$ cat src/rtl/rysy_uart_tx.sv
// Memory-mapped 8N1 UART transmitter: byte FIFO, programmable bit period,
// status/ctrl registers and a level interrupt when the transmitter has drained.
`timescale 1ns/1ps
module rysy_uart_tx #(
  parameter int          FIFO_DEPTH = 4,
  parameter logic [15:0] DIV_RESET  = 16'd16
) (
  input  logic        clk,
  input  logic        rst,
  input  logic        sel,
  input  logic        we,
  input  logic [3:0]  addr,
  input  logic [31:0] wdata,
  output logic [31:0] rdata,
  output logic        txd,
  output logic        irq
);
  localparam int PW = $clog2(FIFO_DEPTH);

  typedef enum logic [1:0] {IDLE, START, DATA, STOP} state_t;

  logic [7:0]    mem [FIFO_DEPTH];
  logic [PW-1:0] wr_ptr, rd_ptr;
  logic [PW:0]   count;
  logic          full, empty, busy, ovf;
  logic [15:0]   bauddiv, frame_div, bit_cnt;
  logic          tx_en, irq_en;
  state_t        state;
  logic [2:0]    bit_idx;
  logic [7:0]    tx_byte;
  logic          reg_wr, push_req, push, pop, bit_end, frame_go;
  logic          unused_bits;

  assign full     = (count == (PW+1)'(FIFO_DEPTH));
  assign empty    = (count == '0);
  assign busy     = (state != IDLE);
  assign reg_wr   = sel & we;
  assign push_req = reg_wr && (addr[3:2] == 2'd0);
  assign push     = push_req & ~full;
  assign bit_end  = (bit_cnt == 16'd1);
  assign frame_go = ~empty & tx_en;
  // A frame starts (and pops) from IDLE, or straight out of a finishing stop bit.
  assign pop      = frame_go && ((state == IDLE) || ((state == STOP) && bit_end));
  assign irq      = irq_en & empty & ~busy;
  assign unused_bits = ^{addr[1:0], wdata[31:16]};

  always_ff @(posedge clk) begin
    if (push) mem[wr_ptr] <= wdata[7:0];
  end

  always_ff @(posedge clk or negedge rst) begin
    if (!rst) begin
      wr_ptr <= '0;
      rd_ptr <= '0;
      count  <= '0;
    end else begin
      if (push) wr_ptr <= wr_ptr + 1'b1;
      if (pop)  rd_ptr <= rd_ptr + 1'b1;
      if (push && !pop)      count <= count + 1'b1;
      else if (!push && pop) count <= count - 1'b1;
    end
  end

  always_ff @(posedge clk or negedge rst) begin
    if (!rst) begin
      ovf     <= 1'b0;
      bauddiv <= DIV_RESET;
      tx_en   <= 1'b1;
      irq_en  <= 1'b0;
    end else begin
      if (push_req && full) ovf <= 1'b1;
      else if (reg_wr && (addr[3:2] == 2'd1) && wdata[3]) ovf <= 1'b0;
      if (reg_wr && (addr[3:2] == 2'd2))
        bauddiv <= (wdata[15:0] == 16'd0) ? 16'd1 : wdata[15:0];
      if (reg_wr && (addr[3:2] == 2'd3)) begin
        tx_en  <= wdata[0];
        irq_en <= wdata[1];
      end
    end
  end

  // Frame byte and divisor are captured once per frame so later writes wait.
  always_ff @(posedge clk) begin
    if (pop) begin
      tx_byte   <= mem[rd_ptr];
      frame_div <= bauddiv;
    end
  end

  always_ff @(posedge clk or negedge rst) begin
    if (!rst) begin
      state   <= IDLE;
      txd     <= 1'b1;
      bit_cnt <= 16'd1;
      bit_idx <= 3'd0;
    end else if (pop) begin
      state   <= START;
      txd     <= 1'b0;
      bit_cnt <= bauddiv;
    end else begin
      case (state)
        START: begin
          if (bit_end) begin
            state   <= DATA;
            bit_idx <= 3'd0;
            txd     <= tx_byte[0];
            bit_cnt <= frame_div;
          end else begin
            bit_cnt <= bit_cnt - 16'd1;
          end
        end
        DATA: begin
          if (bit_end) begin
            bit_cnt <= frame_div;
            if (bit_idx == 3'd7) begin
              state <= STOP;
              txd   <= 1'b1;
            end else begin
              bit_idx <= bit_idx + 3'd1;
              txd     <= tx_byte[bit_idx + 3'd1];
            end
          end else begin
            bit_cnt <= bit_cnt - 16'd1;
          end
        end
        STOP: begin
          if (bit_end) state <= IDLE;
          else         bit_cnt <= bit_cnt - 16'd1;
        end
        default: txd <= 1'b1;
      endcase
    end
  end

  always_comb begin
    rdata = '0;
    if (sel) begin
      case (addr[3:2])
        2'd1:    rdata[7:0]  = {4'(count), ovf, busy, empty, full};
        2'd2:    rdata[15:0] = bauddiv;
        2'd3:    rdata[1:0]  = {irq_en, tx_en};
        default: rdata = '0;
      endcase
    end
  end
endmodule
$ cat config.mk
export PLATFORM = sky130hd
export DESIGN_NAME = rysy_uart_tx
export DESIGN_NICKNAME = d
export VERILOG_FILES = /design/src/rtl/rysy_uart_tx.sv
export SDC_FILE = /design/constraint.sdc
export NUM_CORES = 1
export LEC_CHECK = 0
export ABC_AREA = 0
export CORE_MARGIN = 2
export CORE_UTILIZATION = 55
export CTS_CLUSTER_SIZE = 20
export DETAILED_ROUTE_END_ITERATION = 7
export PLACE_DENSITY = 0.8
export SLEW_MARGIN = 20
export SYNTH_ARGS = -nofsm -noshare
export SYNTH_HDL_FRONTEND = slang
export SYNTH_SLANG_ARGS = --single-unit
$ cat constraint.sdc
create_clock -name clk -period 3.3 [get_ports clk]
set_input_delay 0.495 -clock clk [delete_from_list [all_inputs] [get_ports clk]]
set_output_delay 0.495 -clock clk [all_outputs]
set_load 0.01 [all_outputs]
Yosys cells after proc, flatten, opt, wreduce, memory -nomap -nowiden
Memory sizes are Yosys's and may differ from the RTL's. A register that Yosys moved wholly into a read port is not among the register bits.
Index checks and enable logic that the tools add are counted.
{"block": "word_totals", "ff_bits": 64, "ramBits": 32, "in_bits": 40, "output_inout_bits": 34, "wordCells": 107, "n_memories": 1}
{"block": "classes", "add_sub_neg": 6, "n_lt_le_gt_ge": 1, "eq_ne": 18, "mux": 32, "bitwise": 9, "n_reduce_logical": 28}
{"name": "mem", "depth": 4, "width": 8, "read_ports": 1, "rd_clocked_by_memory_dff": 1, "write_ports": 1, "line_no": "22", "source": "logic [7:0] mem [FIFO_DEPTH];"}
{"operator": "$mux 16", "n": 5}
{"operator": "$pmux 16 s2", "n": 1}
{"operator": "$eq 16x1->1 const B", "n": 1}
{"operator": "$logic_not 16->1", "n": 1}
{"operator": "$sub 16x1->16 const B", "n": 1}
{"operator": "$mux 3", "n": 5}
{"operator": "$ne 3x3->1 const B", "n": 5}
{"operator": "$pmux 2 s3", "n": 2}
{"operator": "$pmux 6 s2", "n": 1}
{"operator": "$logic_and 1x1->1", "n": 10}
{"operator": "$mux 2", "n": 5}
{"operator": "$reduce_and 5->1", "n": 2}
{"operator": "$mux 1", "n": 9}
{"operator": "$eq 2x2->1 const B", "n": 4}
{"operator": "$mux 8", "n": 1}
{"operator": "$ne 2x2->1 const B", "n": 4}
{"operator": "$reduce_bool 2->1", "n": 4}
{"operator": "$add 3x1->3 const B", "n": 2}
{"operator": "$eq 3x3->1 const B", "n": 2}
{"operator": "$pmux 3 s2", "n": 1}
{"operator": "$and 1x1->1", "n": 5}
{"operator": "$add 2x1->2 const B", "n": 2}
{"operator": "$eq 2x1->1 const B", "n": 2}
{"operator": "$logic_not 2->1", "n": 2}
{"operator": "other kinds (13)", "n": 17}

Depth between registers and ports, before layout
{"block": "depth", "ltp_word": 7, "depth_mapped": 13}

Worst setup path before layout
No wires, ideal clock.
{"block": "synth_timing", "path_type": "register to register", "startpoint": "register bit_cnt[2]", "endpoint": "register count[1]", "arrival_ns": 2.502, "path_slack_ns": 0.673, "path_stages_with_launch": 10, "n_path_buf": 2, "synth_period_minus_slack_ns": 2.627, "path_cell_list": "dfrtp_1 > nor4_4 > nand4_2 > o21a_1 > buf_2 > buf_6 > ha_1 > inv_1 > fa_1 > mux2_2"}
{"block": "synth_between", "elab_chain_cells": 7, "elab_cells_between_ends": 9, "classes_between": "eq/ne (1); mux (1); reduce/logical (7)"}
{"item": "from (decl)", "line_no": "26", "source": "logic [15:0] bauddiv, frame_div, bit_cnt;"}
{"item": "from (signal assigned)", "line_no": "99", "source": "bit_cnt <= bauddiv;"}
{"item": "from (signal assigned)", "line_no": "107", "source": "bit_cnt <= frame_div;"}
{"item": "from (signal assigned)", "line_no": "109", "source": "bit_cnt <= bit_cnt - 16'd1;"}
{"item": "$eq 16x1->1 (*)", "line_no": "40", "source": "assign bit_end = (bit_cnt == 16'd1);"}
{"item": "$logic_and 1x1->1 (*)", "line_no": "43", "source": "assign pop = frame_go && ((state == IDLE) || ((state == STOP) && bit_end));"}
{"item": "$logic_or 1x1->1 (*)", "line_no": "43"}
{"item": "$logic_and 1x1->1 (*)", "line_no": "43"}
{"item": "$logic_not 1->1", "line_no": "59", "source": "if (push && !pop) count <= count + 1'b1;"}
{"item": "$logic_and 1x1->1", "line_no": "59"}
{"item": "$mux 3 or $reduce_bool 2->1 (tied branches)"}
{"item": "to (signal assigned)", "line_no": "59"}
{"item": "to (signal assigned)", "line_no": "60", "source": "else if (!push && pop) count <= count - 1'b1;"}
{"item": "to (decl)", "line_no": "24", "source": "logic [PW:0] count;"}
Mark *: on every way between the ends. The rest lies on a longest branch, timed or not.
A chain may end at the register's enable or synchronous reset.

Final worst setup path
{"block": "layout_timing", "startpoint": "input addr[2]", "endpoint": "output rdata[1]"}
{"block": "layout_between", "elab_chain_cells": 3, "elab_cells_between_ends": 5, "classes_between": "eq/ne (3); mux (2)"}
{"item": "from (decl)", "line_no": "12", "source": "input logic [3:0] addr,"}
{"item": "$eq 2x2->1 or $eq 2x1->1 (tied branches)", "line_no": "138", "source": "case (addr[3:2])"}
{"item": "$pmux 2 s3 (*)", "line_no": "138"}
{"item": "$mux 16 (*)", "line_no": "137", "source": "if (sel) begin"}
{"item": "to (decl)", "line_no": "14", "source": "output logic [31:0] rdata,"}
Marks and branches as above.

==> impl_metrics.py <==
metrics = {
    "power_and_ir_drop": {
        "p_sw_uw": 1670,
        "pwr-share-clk": 0.181,
        "swShare": 0.372,
        "p_seq_frac": 0.467,
        "intPower_uw": 2820,
        "p_leak_uw": 0.00224,
        "max-vdd-ir-drop_mv": 0.419,
        "p_total_uw": 4490,
        "p_per_area_nw_per_um2": 773,
        "combPwrFrac": 0.352,
    },
    "die": {
        "chipHeight_um": 101,
        "initial_core_util": 0.564,
        "ios": 74,
        "die_area_um2": 10200,
        "core_area_um2": 9200,
        "fp.dieW_um": 101,
        "rows": 35,
    },
    "hold_path": {
        "hold_path.class": "in -> async",
    },
    "synthesis": {
        "ys_warn_count": 0,
        "synth_area_leaders": "edfxtp_1 32%, dfrtp_1 21%, ha_1 4.3%",
        "syn_area_per_cell_um2": 12.4,
        "synth_edf_count": 56,
        "ys_seq_area_frac": 0.557,
        "yosysMostFrequentCell": "edfxtp_1",
        "synth_seq_cells": 104,
        "synth_common_cells": "56 x edfxtp_1, 44 x dfrtp_1, 40 x nand2_1",
        "synth.distinct_cells": 57,
        "netlist_area_um2": 5180,
        "ys.flop_type": "edfxtp_1",
        "synth_largest_area_cell": "edfxtp_1",
        "synth_top_area_share": 0.324,
        "synth_cells": 419,
        "async_reset_ff_frac": 0.462,
    },
    "grt": {
        "antenna_found_initial": 0,
        "grt_pass1_vias": 3348,
        "gr-total-overflow": 0,
        "grt_max_degree": 33,
        "grt_pass1_wl_um": 16600,
        "grt_use_total": 0.214,
    },
    "clock_network": {
        "cts_tree": "yes",
        "cts.sinks": 104,
        "htreeDepth": 3,
        "cts_root_buf": "clkbuf_8",
        "ctsHoldBuffers": 0,
        "path_clk_slew_ns": 0.11,
        "cts_buffers": 9,
        "postCtsSetupRepairBufs": 0,
        "cts_buffer_depth": 2,
        "cts_resized": 0,
        "insertion_delay_ns": 0.37,
    },
    "worst_setup_path": {
        "cp_slowest_cell": "clkdlybuf4s50_1",
        "regToRegSetupSlack_ns": 0.65,
        "crit_chain": "clkdlybuf4s50_1 -> inv_1 -> ha_1 -> a222oi_1 -> nor2_1 -> clkdlybuf4s50_1",
        "cp_data_arrival_time_ns": 2.53,
        "rr_endpoint": "count[1]$_DFFE_PN0P_",
        "path_class": "in -> out",
        "crit_family": "buffers and inverters",
        "path_max_fanout": 17,
        "path_buf_inv": 3,
        "cpMostUsedCell": "clkdlybuf4s50_1",
        "reg2reg_depth": 8,
        "regToRegStartpoint": "bit_cnt[0]$_DFFE_PN1P_",
        "critPathMaxStageDelay_ns": 0.52,
        "path_depth": 6,
        "worstSetupEndpointType": "output port",
        "crit_required_ns": 2.80,
        "start_kind": "input port",
    },
    "route": {
        "vias": 3356,
        "wl_met1_um": 4210,
        "wl_met3_um": 490,
        "via_per_inst": 5.83,
        "wl_um": 9920,
        "routed.top_layer": "met4",
        "drc_errors": 0,
        "drt_iter0_markers": 259,
        "antenna_left": 0,
        "dr_wl_met2_um": 5040,
        "wl_per_cell_um": 17.2,
        "first_pass_iters": 4,
    },
    "layout": {
        "seqCellArea_um2": 2890,
        "n_fill_cell": 691,
        "syn_to_final_growth_pct": 12.1,
        "multi_input_area_um2": 2070,
        "diodes": 0,
        "stdcell_area_um2": 5810,
        "final_nets": 519,
        "drive_gt1_frac": 0.157,
    },
    "job": {
        "maxCapViolations": 0,
    },
    "timing": {
        "slew_headroom": 0.506,
        "rsz0062_at_grt": "no",
        "fin_tns_setup_ns": 0,
        "hold_viol": 0,
        "fmax_mhz": 330,
        "fin_crit_sh": 0.917,
        "fin_crit_ns": 3.03,
        "skew_ns": 0.0123,
        "setup_viol": 0,
        "tightest_slew_ns": 0.740,
        "maxSlewViolCount": 0,
    },
    "placement": {
        "hpwl_um": 7100,
        "routabilityCongestion": 0.893,
        "placed_area_um2": 5600,
        "portBuffers": 39,
    },
    "status": {
        "status": "finished clean",
    },
}
==> cell usage in the layout (no fill, tap or decap), types with 13 or more instances in the layout <==
master and instances:
conb_1 16, nand2_1 40, a21oi_1 13, nor2_1 33, ha_1 18, mux2_2 19
edfxtp_1 56, inv_1 13, clkdlybuf4s50_1 38, dfrtp_1 44
==> power groups by stage <==
stage	clock network [uW]	registers [uW]	logic, uW
3_5_place_dp	0	2120	1570
6_report	812	2100	1580
2_1_floorplan	0	1980	1340
5_1_grt	880	2150	1780
3_3_place_gp	0	2100	1500
4_1_cts	827	2090	1580
==> area by class of cell <==
type	count	share of cell area
sequential	104	0.497
inverter	14	0.00904
timing repair buffer	48	0.0779
multi-input combinational	283	0.356
clock inverter	7	0.0153
tap	111	0.0239
clock buffer	9	0.0213
==> flip-flops by register name, summed over array words and instances (netlist names) <==
name and count:
bauddiv 16, rd_ptr 2, tx_en 1, count 3, state 2, bit_idx 3, irq_en 1, tx_byte 8
ovf 1, wr_ptr 2, frame_div 16, mem 32, bit_cnt 16, txd 1
==> stage by stage <==
stage	utilization	hold slack (ns)	setup WS, ns	std cells
finish	0.632	0.165	0.272	576
global placement	0.609	0.470	0.386	560
CTS	0.632	0.183	0.279	576
floorplan	-	0.199	0.673	434
global route	0.632	0.202	0.141	576
detailed placement	0.609	0.486	0.291	560
==> routing by layer <==
metal | vias to the layer above | GRT usage
met5 | - | 0
met4 | 0 | 0.0884
met3 | 12 | 0.0430
met2 | 96 | 0.345
met1 | 1671 | 0.283
li1 | 1577 | -
==> worst max path at each step <==
stage                                       to  slack [ns]                    from
final                                 rdata[1]        0.27                 addr[2]
after global routing                  rdata[1]        0.14                 addr[2]
after CTS                             rdata[1]        0.28                 addr[2]
after detailed placement              rdata[1]        0.29                 addr[2]
after global placement                rdata[1]        0.39                 addr[2]
after floorplan           count[1]$_DFFE_PN0P_        0.67  bit_cnt[2]$_DFFE_PN0P_
==> kinds of logic (layout without fill, tap and decap cells) <==
kind of cell    count (synthesis)  count (layout)  synth area share
simple gates                  132             132             0.132
flops                         104             104             0.557
compound gates                 65              65            0.0857
buf+inv                        47              78            0.0548
mux                            32              32            0.0908
fa+ha+maj                      19              19            0.0473
xor+xnor                       19              19            0.0321
other cells                     1              16          0.000723
Note: power is estimated with default switching activity, not from simulation.
